==> config.mk <==
export PLATFORM = sky130hd
export DESIGN_NAME = alu_seq_ctrl
export DESIGN_NICKNAME = d
export VERILOG_FILES = /design/src/rtl/alu_ctrl_pkg.sv /design/src/rtl/alu_seq_ctrl.sv
export SDC_FILE = /design/constraint.sdc
export NUM_CORES = 1
export LEC_CHECK = 0
export ABC_AREA = 1
export BUFFER_PORTS_ARGS = -buffer_cell sky130_fd_sc_hd__buf_4
export CORE_MARGIN = 10
export CORE_UTILIZATION = 45
export CTS_CLUSTER_SIZE = 16
export DETAILED_ROUTE_END_ITERATION = 8
export MAX_ROUTING_LAYER = met4
export PLACE_DENSITY_LB_ADDON = 0.12
export SYNTH_ARGS = -nofsm -noshare
export SYNTH_HDL_FRONTEND = slang
export SYNTH_SLANG_ARGS = --single-unit
export TNS_END_PERCENT = 30
==> constraint.sdc <==
create_clock -name clk -period 1.5 [get_ports clk]
set_input_delay 0.225 -clock clk [delete_from_list [all_inputs] [get_ports clk]]
set_output_delay 0.225 -clock clk [all_outputs]
set_load 0.02 [all_outputs]
==> src/rtl/alu_ctrl_pkg.sv <==
// alu_ctrl_pkg: state encoding, opcode and command-field helpers shared by the ALU sequencer.
package alu_ctrl_pkg;

  typedef enum logic [4:0] {
    S_RST   = 5'b00001,
    S_IDLE  = 5'b00010,
    S_FETCH = 5'b00100,
    S_LOAD  = 5'b01000,
    S_EXEC  = 5'b10000
  } state_e;

  function automatic int clog2(input int n);
    int r;
    r = 0;
    while ((1 << r) < n) r++;
    return r;
  endfunction

  function automatic int nop_op(input int nops);
    return 1 << nops;
  endfunction

  // Command layout is {sel_a, sel_b, op_idx}, MSB to LSB.
  function automatic int ofs_op();
    return 0;
  endfunction

  function automatic int ofs_b(input int opselw);
    return opselw;
  endfunction

  function automatic int ofs_a(input int opselw, input int selw);
    return opselw + selw;
  endfunction

endpackage

==> src/rtl/alu_seq_ctrl.sv <==
// alu_seq_ctrl: sequences datain/aluin/aluout register loads, operand selects and opcode for one
// latched command, with a multi-cycle op and a saturating count of feedback-parity-invalid results.
module alu_seq_ctrl
  import alu_ctrl_pkg::*;
#(
  parameter int NSRC      = 4,
  parameter int SELW      = clog2(NSRC),
  parameter int NOPS      = 4,
  parameter int OPSELW    = clog2(NOPS),
  parameter int CMDW      = 2 * SELW + OPSELW,
  parameter int MC_OP     = 3,
  parameter int MC_CYCLES = 3,
  parameter int ERRW      = 8
) (
  input  logic              clk,
  input  logic              rst,
  input  logic              cmd_valid,
  input  logic [CMDW-1:0]   cmd_in,
  output logic              cmd_ready,
  input  logic              p_error,
  output logic              datain_reg_en,
  output logic              aluin_reg_en,
  output logic              aluout_reg_en,
  output logic [SELW-1:0]   in_select_a,
  output logic [SELW-1:0]   in_select_b,
  output logic [NOPS:0]     opcode,
  output logic              result_valid,
  output logic              nvalid_data,
  output logic [ERRW-1:0]   err_count
);

  localparam int CNTW = clog2(MC_CYCLES + 1);
  localparam int OA = ofs_a(OPSELW, SELW);
  localparam int OB = ofs_b(OPSELW);
  localparam int OO = ofs_op();
  localparam logic [NOPS:0] NOP = (NOPS + 1)'(nop_op(NOPS));

  state_e state_q, state_d;
  logic [CMDW-1:0] cmd_q, cmd_d;
  logic [CNTW-1:0] cnt_q, cnt_d;
  logic [ERRW-1:0] err_q;
  logic [SELW-1:0] sel_a, sel_b;
  logic [OPSELW-1:0] op;
  logic fb, op_ok;

  assign sel_a = cmd_q[OA +: SELW];
  assign sel_b = cmd_q[OB +: SELW];
  assign op = cmd_q[OO +: OPSELW];
  assign fb = (sel_a == SELW'(NSRC - 1)) || (sel_b == SELW'(NSRC - 1));
  // Indices past NOPS only exist when NOPS is not a power of two; they execute as NOP.
  assign op_ok = {1'b0, op} < (OPSELW + 1)'(NOPS);
  assign err_count = err_q;

  always_ff @(posedge clk) begin
    state_q <= rst ? S_RST : state_d;
    cmd_q <= rst ? '0 : cmd_d;
    cnt_q <= rst ? '0 : cnt_d;
    err_q <= rst ? '0 : (nvalid_data && !(&err_q)) ? err_q + 1'b1 : err_q;
  end

  always_comb begin
    state_d = state_q;
    cmd_d = cmd_q;
    cnt_d = cnt_q;
    cmd_ready = 1'b0;
    datain_reg_en = 1'b0;
    aluin_reg_en = 1'b0;
    aluout_reg_en = 1'b0;
    result_valid = 1'b0;
    nvalid_data = 1'b0;
    in_select_a = sel_a;
    in_select_b = sel_b;
    opcode = NOP;
    unique case (state_q)
      S_RST: begin
        in_select_a = '0;
        in_select_b = '0;
        state_d = S_IDLE;
      end
      S_IDLE: begin
        cmd_ready = 1'b1;
        if (cmd_valid) begin
          cmd_d = cmd_in;
          state_d = S_FETCH;
        end
      end
      S_FETCH: begin
        datain_reg_en = 1'b1;
        state_d = S_LOAD;
      end
      S_LOAD: begin
        aluin_reg_en = 1'b1;
        cnt_d = (op == OPSELW'(MC_OP)) ? CNTW'(MC_CYCLES - 1) : '0;
        state_d = S_EXEC;
      end
      S_EXEC: begin
        opcode = op_ok ? (NOPS + 1)'(1) << op : NOP;
        if (cnt_q != '0) begin
          cnt_d = cnt_q - 1'b1;
        end else begin
          aluout_reg_en = 1'b1;
          result_valid = 1'b1;
          nvalid_data = p_error & fb;
          state_d = S_IDLE;
        end
      end
      default: state_d = S_RST;
    endcase
  end

endmodule

Word level (Yosys, flattened, before mapping) --
Cells that the tools add are included.
Operators by class: add/sub/neg operators 2, eq/ne operators 11, shifts and indexed selects 1, muxes and demuxes 16, bitwise operators 1, reduce and logical (&&, ||, !) cells 9
Operators by type and width (count):
- case mux 5 bit (5 select lines) | 1
- 2-to-1 mux 5 bit | 3
- adder 8 x 1 -> 8 bit, second input constant | 1
- 2-to-1 mux 2 bit | 4
- AND reduction 8 bit | 1
- 2-to-1 mux 1 bit | 7
- == test 2 bit, second input constant | 3
- != test 2 bit, second input constant | 3
- AND reduction 2 bit | 3
- == test 5 x 1 -> 1 bit, second input constant | 1
- == test 5 x 2 -> 1 bit, second input constant | 1
- == test 5 x 3 -> 1 bit, second input constant | 1
- == test 5 x 4 -> 1 bit, second input constant | 1
- == test 5 bit, second input constant | 1
- << shifter 1 x 2 -> 5 bit, first input constant | 1
- case mux 2 bit (2 select lines) | 1
- nonzero test 2 bit | 2
- subtractor 2 x 1 -> 2 bit, second input constant | 1
- bitwise AND 1 bit | 1
- logical AND 1 bit | 1
- logical NOT 1 bit | 1
- logical OR 1 bit | 1
Word-level totals: bits in registers 21, input bits 10, output and inout bits 23, logic and storage cells 44

Logic depth before layout (Yosys ltp) --
Gate-level depths: netlist of run 1.
depth after elaboration 6, depth in mapped cells 8, depth with buffers taken out 8

Worst setup path after synthesis of run 1 --
No wires, ideal clock.
kind register to output, start reg state_q[2], end out result_valid, arrival time 1.310 ns, data required time 1.275 ns, path slack -0.035 ns, cell stages (with the launch flop) 6, path buffers 2, path through dfxtp_1 nor2_4 nand3_4 buf_6 nor2_1 buf_4
Between the ends: longest elaborated chain between the ends 2
Ends and longest elaborated chain:
- start, declared | line alu_seq_ctrl.sv:38 | state_e state_q, state_d;
- start signal, assigned | line alu_seq_ctrl.sv:55 | state_q <= rst ? S_RST : state_d;
- == test 5 bit
- 2-to-1 mux 1 bit
- end, declared | line alu_seq_ctrl.sv:27 | output logic result_valid,
Every way passes these cells.

Worst setup path in the final report of run 1 --
start reg state_q[2], end out opcode[3]
Between the ends: longest elaborated chain between the ends 2
Ends and longest elaborated chain:
- == test 5 bit | line alu_seq_ctrl.sv:74 | unique case (state_q)
- 2-to-1 mux 5 bit | line alu_seq_ctrl.sv:74
- end, declared | line alu_seq_ctrl.sv:26 | output logic [NOPS:0] opcode,
Every way passes these cells.

==> results by group, run 1 <==
Power
  – Internal power consumption: 0.7523 mW
  – Switching Share: 0.2821
  – Clock Power Share: 0.266
  – Peak supply drop: 445.0 uV
  – P per Cell Area: 647.2 nW/um^2
  – Gate power share: 0.170
  – Leak: 0.7249 nW
  – Switching pwr: 0.2955 mW
  – Reg power frac: 0.564

GRT
  – Gr usage total: 0.1251
  – Met1 Use GR: 0.1476
  – Initial antenna violation count: 0
  – Met3 Resource Use GR: 0.03390
  – GR Layer Usage met2: 0.2066
  – First-pass GRT wire length: 5.244 mm
  – Largest net degree at the start of global routing: 14
  – Gr busiest metal: met2
  – Grt ovf: 0
  – Vias in the first global route: 1113

Timing
  – Fin crit share: 1.094
  – Setup TNS: -0.9548 ns
  – Slew headroom: 0.7581
  – Fin. max-slew vios: 0
  – Worst-case clock skew: 0.008885 ns
  – Worst-Margin Slew: 0.3624 ns
  – Max Freq: 609.6 MHz
  – RSZ-0062 raised after global routing: true
  – Final hold violation count: 0
  – Setup ws final: -0.1404 ns
  – Setup Viol. Count Final: 14
  – Post-route minimum period: 1.640 ns

Worst hold path
  – Worst Hold Class: in2reg
  – Hold Path Sink: state_q[4]
  – Hold path cells: 2
  – HP Start: rst

Critical path
  – Slowest stage cell on the critical path: dfxtp_2
  – WS Path Type: reg2out
  – Reg2Reg Setup Slack: 0.09 ns
  – CP most frequent cell: buf_4
  – CP Data Arrival Time: 1.42 ns
  – Critical path peak fanout: 5
  – CP required: 1.27 ns
  – Element type at the critical path end: primary output
  – Max stage delay on crit path: 0.36 ns
  – Reg2reg start: state_q[2]
  – Startpoint types: flip-flop
  – Worst reg-to-reg path cell count: 8
  – Cells along the critical path: nor2_4, buf_4, nand3_4, nor3_2, buf_4
  – R2r endpoint: err_count[1]

Finish
  – Final net count: 215
  – # fillers: 233
  – Post-layout util: 0.6595
  – Fin cells: 232
  – Post-route design area: 1619 um^2
  – Share of cells above drive strength 1: 0.4109
  – Inserted Diodes: 0
  – P&R area growth vs syn: 40.96%

Yosys
  – Post-synth EDFFs: 0
  – Mapped Cells: 158
  – Share of the synthesized area in the top cell type: 0.3660
  – Most common library cells after synthesis: nand2_1 (23), nor2_1 (23), dfxtp_1 (21)
  – Syn Nets: 170
  – Cell area after synthesis: 1149 um^2
  – Main synth FF type: dfxtp_1
  – Syn. warnings: 0
  – Average size of a mapped cell: 7.270 um^2
  – Seq/Total Area, Yosys: 0.3660
  – Synth Register Bits: 21
  – Synth area leaders: dfxtp_1 (37%), nand2_1 (7.5%), nor2_1 (7.5%), nor3_1 (5.7%), inv_1 (4.9%)
  – Area leader, netlist: dfxtp_1
  – Ys async rst share: 0
  – Synth cell types: 28

Drt
  – Via density: 5.000
  – DR vias: 1160
  – Avg WL per Cell: 13.47 um
  – Pre-antenna DRT Iters: 4
  – Final Routed Wirelength: 3.124 mm
  – Routed Antenna Nets: 0
  – Starting DRT DRC Count: 41
  – Drt drc: 0

Clocking
  – CTS Buf Count: 3
  – Clk slew on worst S/H paths: 0.12 ns
  – Clk_lat worst skew: 0.30 ns
  – Clock sink count: 21
  – TritonCTS clock tree: done
  – Post-CTS Hold Buffers: 0
  – Longest Clk Path Bufs: 2
  – CTS root buf: clkbuf_4
  – # H-tree levels: 1

Die
  – Die width: 70.52 um
  – Area of the die: 4973 um^2
  – Cell Rows: 18
  – Die Y: 70.52 um
  – Starting Density: 0.4679
  – I/O Pins: 33
  – CORE AREA: 2455 um^2

Outcome
  – Failing checks: negative setup slack
  – Status: finished, violations left

Placement
  – Final HPWL DP: 2.187 mm
  – DP Cell Count: 218
  – Port Buffers: 32
  – Gp weighted congestion: 0.8104
  – DP Area: 1418 um^2

Flow run
  – Max_cap viols: 0
[placed cells by master, fill, tap and decap left out, types with 3 or more instances in the layout]
cell type and n:
a21oi_1 8, buf_4 37, buf_6 6, clkbuf_4 3, clkinv_1 3, dfxtp_1 16, dfxtp_4 3, inv_1 14
inv_2 5, nand2_1 22, nand3_1 10, nor2_1 19, nor2_2 8, nor3_1 8, nor3_2 5, o21ai_0 7
o21ai_1 5
[kinds of logic (layout without fill, tap and decap cells)]
family / Yosys count / after routing / synth area share
xor gates and xnor gates: 3 / 3 / 0.02288
DFF: 21 / 21 / 0.3660
buffers and inverters: 26 / 69 / 0.09477
AOI/OAI and AO/OA: 20 / 20 / 0.08714
adders and majority gates: 2 / 2 / 0.02178
and+or+nand+nor: 86 / 87 / 0.4074
[worst max path at each step]
stage	from	endpoint	slack (ns)	cells past startpoint
after floorplan	err_count[0]	err_count[0]	0.03	8
after global placement	cnt_q[0]	err_count[0]	0.13	7
after detailed placement	err_count[0]	err_count[1]	0.06	8
after CTS	state_q[3]	in_select_b[0]	-0.15	6
after global routing	state_q[2]	opcode[3]	-0.22	5
final	state_q[2]	opcode[3]	-0.14	5
[registers in the layout, summed over array words and instances, names as in the netlist]
signal     cells
err_count      8
cmd_q          6
state_q        5
cnt_q          2
[worst max-delay path: cells and delay by family, from the launching register on]
kind	cells	cell delay, ns
simple gates	3	0.45
buf+inv	2	0.31
flops	1	0.36
[power groups by stage]
stage	combinational (mW)	clock (mW)	sequential, mW
finish	0.178	0.279	0.591
global route	0.194	0.311	0.593
CTS	0.155	0.292	0.594
detailed placement	0.144	0	0.608
global placement	0.142	0	0.608
floorplan	0.0881	0	0.605
[per-layer routing]
metal,vias to the layer above,share of wire
met4,0,0.0029
met3,2,0.063
met5,-,0
met2,30,0.49
li1,604,-
met1,524,0.44
[layout make-up]
cell class	instances	area (um^2)	area share
Timing Repair Buffer	43	345.3	0.2133
Clock buffer	4	26.28	0.01623
Sequential cell	21	434.2	0.2682
Tap cell	30	37.54	0.02318
Inverter	22	82.58	0.05100
Multi-Input combinational cell	112	693.2	0.4281
[through the flow]
step	hold slack [ns]	worst slack [ns]	power, mW
after floorplan	0.3671	0.03415	0.6934
after global placement	0.4565	0.1298	0.7496
after detailed placement	0.4601	0.06380	0.7524
after CTS	0.1395	-0.1459	1.040
after global routing	0.1413	-0.2249	1.098
final	0.1470	-0.1404	1.048
[repair_timing]
action / 4_1_cts / 5_1_grt
gates resized for setup: 10 / 19
setup buffers: 7 / 2
pin swaps: 6 / 3
endpoints found under the setup margin: 14 / 24
endpoints found under the hold margin: 0 / 0
gates cloned: 1 / 0
No activity file was read; power rests on OpenSTA's default activity.
==> run 2: changes to the inputs <==
==> constraint.sdc (replaced) <==
create_clock -name clk -period 1.9 [get_ports clk]
set_input_delay 0.285 -clock clk [delete_from_list [all_inputs] [get_ports clk]]
set_output_delay 0.285 -clock clk [all_outputs]
set_load 0.02 [all_outputs]
==> run 2 against run 1 <==
Against the previous run: the flow now finishes without violations; highest routed layer unchanged; critical path depth stayed put; clock power fell by 21%; largest cell class unchanged; register-to-register slack gained 0.35 ns.
==> results by group, run 2 (same netlist as run 1, synthesis figures left out) <==
Outcome
  – Status: finished clean

Placement
  – Gp weighted congestion: 0.7337
  – DP Cell Count: 216
  – DP Area: 1400 um^2
  – Final HPWL DP: 2.154 mm
  – Port Buffers: 32

Timing
  – RSZ-0062 raised after global routing: false
  – Worst-Margin Slew: 0.3774 ns
  – Setup TNS: 0 ns
  – Slew headroom: 0.7470
  – Worst-case clock skew: 0.01249 ns
  – Fin crit share: 0.9506
  – Final hold violation count: 0
  – Max Freq: 553.6 MHz
  – Fin. max-slew vios: 0
  – Post-route minimum period: 1.806 ns
  – Setup Viol. Count Final: 0
  – Final Hold Slack: 0.1946 ns

Critical path
  – Reg2Reg Setup Slack: 0.44 ns
  – CP required: 1.62 ns
  – Worst setup path end: nvalid_data
  – Startpoint types: flip-flop
  – Worst reg-to-reg path cell count: 8
  – Worst setup path start: cnt_q[0]
  – Reg2reg start: err_count[0]
  – R2r endpoint: err_count[0]
  – CP Data Arrival Time: 1.52 ns
  – Critical path peak fanout: 8
  – Element type at the critical path end: primary output
  – WS Path Type: reg2out

Drt
  – Routed Antenna Nets: 0
  – DR vias: 1096
  – Via density: 4.982
  – Pre-antenna DRT Iters: 4
  – Starting DRT DRC Count: 52
  – Final Routed Wirelength: 2.672 mm
  – Avg WL per Cell: 12.15 um
  – Drt drc: 0

Finish
  – Inserted Diodes: 0
  – Most common cell after layout, fill and taps aside: buf_4
  – Footprint of the multi-input gates: 619.3 um^2
  – Most frequent cells in the layout: buf_4 (32), nand2_1 (23), nor2_1 (23)
  – P&R area growth vs syn: 24.29%
  – Share of cells above drive strength 1: 0.2789
  – Reg area: 420.4 um^2
  – # fillers: 237
  – Final net count: 203
  – Max reg flops: 8
  – Post-route design area: 1428 um^2
  – Fin cells: 220

Die
  – I/O Pins: 33
  – Starting Density: 0.4679
  – Die width: 70.52 um
  – CORE AREA: 2455 um^2
  – Cell Rows: 18
  – Die Y: 70.52 um
  – Area of the die: 4973 um^2

Clocking
  – Clk slew on worst S/H paths: 0.13 ns
  – Post-CTS Hold Buffers: 0
  – Clock sink count: 21
  – Longest Clk Path Bufs: 2
  – Clk_lat worst skew: 0.31 ns
  – CTS root buf: clkbuf_4
  – TritonCTS clock tree: done
  – Post-CTS sizing: 0
  – CTS Buf Count: 3
  – Post-CTS setup buffers: 0
  – # H-tree levels: 1

Power
  – Peak supply drop: 344.9 uV
  – Power, Total: 0.7955 mW
  – P per Cell Area: 557.2 nW/um^2
  – Leak: 0.6681 nW

GRT
  – Largest net degree at the start of global routing: 14
  – Gr usage total: 0.1075
  – Vias in the first global route: 1035
  – First-pass GRT wire length: 4.422 mm
  – Grt ovf: 0
  – Initial antenna violation count: 0

Flow run
  – Max_cap viols: 0

Worst hold path
  – Worst Hold Class: in2reg
==> run 2: cell types whose count changed in the layout (fill, tap and decap cells not counted), moves of 4 or more <==
cell     before  now
dfxtp_1      16   21
buf_6         6    0
nor2_2        8    4
nor3_2        5    1
buf_4        37   32
nor3_1        8   13
nor2_1       19   23
==> run 2: cell type report <==
class / instances / area share
multi-input cells: 111 / 0.4338
clock inverters: 1 / 0.003506
inverters: 22 / 0.05784
repair buffers: 32 / 0.1683
clock buffers: 3 / 0.01578
well taps: 30 / 0.02629
flip-flops and latches: 21 / 0.2945
==> run 2: how the worst min path moves through the flow <==
stage                  from           end  slack (ns)  cells past startpoint
2_1_floorplan     cmd_in[0]      cmd_q[0]        0.43                      2
3_3_place_gp   err_count[4]  err_count[4]        0.49                      2
3_5_place_dp   err_count[5]  err_count[5]        0.50                      2
4_1_cts                 rst  err_count[2]        0.19                      2
5_1_grt                 rst  err_count[7]        0.20                      2
6_report                rst  err_count[7]        0.19                      2
==> run 2: layer usage <==
layer,global-route usage,wire [um]
met5,-,0
met4,0.05044,46
met3,0.03249,147
met2,0.1617,1196
met1,0.1273,1281
==> run 2: per-stage QoR <==
stage | util | setup WS, ns
2_1_floorplan | - | 0.3054
3_3_place_gp | 0.5703 | 0.4579
3_5_place_dp | 0.5703 | 0.4443
4_1_cts | 0.5815 | 0.07093
5_1_grt | 0.5815 | 0.01205
6_report | 0.5815 | 0.09377
==> run 2: worst max-delay path: stages (launching register included) <==
cell	delay, ns
dfxtp_1	0.32
inv_1	0.08
ha_1	0.22
nand3_1	0.20
nor2_8	0.20
buf_4	0.17
==> run 2: power breakdown <==
part           switching (mW)  leakage, nW  internal, mW
sequential             0.0158        0.170         0.454
clock                   0.142       0.0177        0.0787
combinational          0.0624        0.480        0.0417
==> run 3: changes to the inputs <==
--- a/config.mk
+++ b/config.mk
@@ -8,7 +8,7 @@
 export ABC_AREA = 1
 export BUFFER_PORTS_ARGS = -buffer_cell sky130_fd_sc_hd__buf_4
 export CORE_MARGIN = 10
-export CORE_UTILIZATION = 45
+export CORE_UTILIZATION = 30
 export CTS_CLUSTER_SIZE = 16
 export DETAILED_ROUTE_END_ITERATION = 8
 export MAX_ROUTING_LAYER = met4
==> constraint.sdc (replaced) <==
create_clock -name clk -period 1.9 [get_ports clk]
set_input_delay 0.285 -clock clk [delete_from_list [all_inputs] [get_ports clk]]
set_output_delay 0.285 -clock clk [all_outputs]
set_load 0.005 [all_outputs]
==> run 3 against run 2 <==
Against the previous run: count of clock-buffer cells in the layout increased by 1; clock skew decreased by 0.010 ns; register-to-register slack hardly changed; sequential share of layout area decreased by 0.80 points; flip-flop and latch count stayed put; non-clock buffer count did not move; first-iteration DRC count up 7.7%; via count fell by 3.6%; critical endpoint unchanged.
==> results by group, run 3 (same netlist as run 1, synthesis figures left out) <==
Outcome
  – Status: finished clean

Timing
  – RSZ-0062 raised after global routing: false
  – Worst-Margin Slew: 0.3879 ns
  – Setup TNS: 0 ns
  – Fin. max-slew vios: 0
  – Setup Viol. Count Final: 0
  – Fin crit share: 0.8855
  – Post-route minimum period: 1.682 ns
  – Slew headroom: 0.7400
  – Worst-case clock skew: 0.002137 ns
  – Max Freq: 594.4 MHz
  – Final hold violation count: 0

Drt
  – Via density: 4.441
  – Pre-antenna DRT Iters: 4
  – DR vias: 1057
  – Drt drc: 0
  – Starting DRT DRC Count: 56
  – Avg WL per Cell: 11.89 um
  – Final Routed Wirelength: 2.829 mm
  – Routed Antenna Nets: 0

Placement
  – DP Cell Count: 234
  – Gp weighted congestion: 0.7844
  – Final HPWL DP: 2.218 mm
  – Port Buffers: 32

GRT
  – Largest net degree at the start of global routing: 14
  – Gr busiest metal: met2
  – Met1 Use GR: 0.1173
  – Gr usage total: 0.09168
  – Met3 Resource Use GR: 0.03057
  – GR Layer Usage met2: 0.1364
  – Vias in the first global route: 1062
  – Initial antenna violation count: 0
  – Grt ovf: 0
  – First-pass GRT wire length: 4.823 mm

Critical path
  – Critical path peak fanout: 8
  – Max stage delay on crit path: 0.30 ns
  – Worst Path Buf+Inv: 2
  – Slowest stage cell on the critical path: dfxtp_1
  – WS Path Type: reg2out
  – CP required: 1.62 ns
  – CP Data Arrival Time: 1.40 ns
  – Crit path max-delay family: simple AND/OR/NAND/NOR gates
  – Cells along the critical path: inv_1, ha_1, nand3_1, nor2_8, buf_4
  – Element type at the critical path end: primary output
  – Startpoint types: flip-flop

Die
  – Cell Rows: 22
  – Die Y: 81.88 um
  – Die width: 81.88 um
  – I/O Pins: 33
  – CORE AREA: 3689 um^2
  – Starting Density: 0.3114
  – Area of the die: 6704 um^2

Worst hold path
  – Worst Hold Class: in2reg

Clocking
  – Clk_lat worst skew: 0.25 ns
  – # H-tree levels: 1
  – Longest Clk Path Bufs: 2
  – CTS root buf: clkbuf_8
  – Post-CTS setup buffers: 0
  – CTS Buf Count: 3
  – Clock sink count: 21
  – Post-CTS Hold Buffers: 0
  – TritonCTS clock tree: done
  – Post-CTS sizing: 0
  – Clk slew on worst S/H paths: 0.08 ns

Flow run
  – Max_cap viols: 0

Finish
  – Max reg flops: 8
  – Fin cells: 238
  – Share of cells above drive strength 1: 0.2737
  – Footprint of the multi-input gates: 619.3 um^2
  – Reg area: 420.4 um^2
  – # fillers: 395
  – Final net count: 203
  – Most common cell after layout, fill and taps aside: buf_4
  – Most frequent cells in the layout: buf_4 (32), nand2_1 (23), nor2_1 (23)
  – Inserted Diodes: 0
  – P&R area growth vs syn: 27.78%

Power
  – P per Cell Area: 584.2 nW/um^2
  – Leak: 0.6731 nW
  – Peak supply drop: 189.6 uV
run 3: changes by cell type in the layout (fill, tap and decap cells not counted):
cell,previous run,this run
clkinv_2,1,0
clkbuf_8,0,3
clkbuf_1,0,1
clkbuf_4,3,0
run 3: power by group:
group / internal (mW) / switching (mW) / total, mW
combinational: 0.0414 / 0.0559 / 0.0974
sequential: 0.454 / 0.0157 / 0.470
clock: 0.149 / 0.142 / 0.291
run 3: worst paths after layout:
check            endpoint  slack [ns]         start  cells past startpoint
max           nvalid_data        0.22      cnt_q[0]                      5
min              cmd_q[2]        0.26     cmd_in[2]                      3
max reg2reg  err_count[0]        0.44  err_count[0]                      8
min reg2reg  err_count[4]        0.51  err_count[4]                      2
run 3: area by class of cell:
class / instances / area share
inverter: 22 / 0.05627
sequential: 21 / 0.2864
multi-input combinational: 111 / 0.4220
timing repair buffer: 32 / 0.1637
clock buffer: 4 / 0.03069
tap: 48 / 0.04092
run 3: through the flow:
step	setup WS [ns]	instance area, um^2	hold WS [ns]	power (mW)	utilization
2_1_floorplan	0.5817	1149	0.4271	0.5419	-
3_3_place_gp	0.4607	1423	0.4987	0.5787	0.3857
3_5_place_dp	0.4328	1423	0.4997	0.5793	0.3857
4_1_cts	0.1936	1468	0.2576	0.8718	0.3979
5_1_grt	0.07507	1468	0.2682	0.8938	0.3979
6_report	0.2176	1468	0.2581	0.8574	0.3979
run 3: worst register-to-register path, stage by stage, from the launching register on:
cell     delay, ns
dfxtp_1       0.41
ha_1          0.24
nand2_2       0.08
nor2_2        0.13
nand4_4       0.15
nand2_4       0.18
inv_2         0.05
nor2_1        0.08
nor2_1        0.05
run 3: per-layer routing:
metal / vias to the layer above / routed length [um]
li1: 575 / -
met5: - / 0
met3: 2 / 171
met4: 0 / 19
met1: 463 / 1350
met2: 17 / 1289
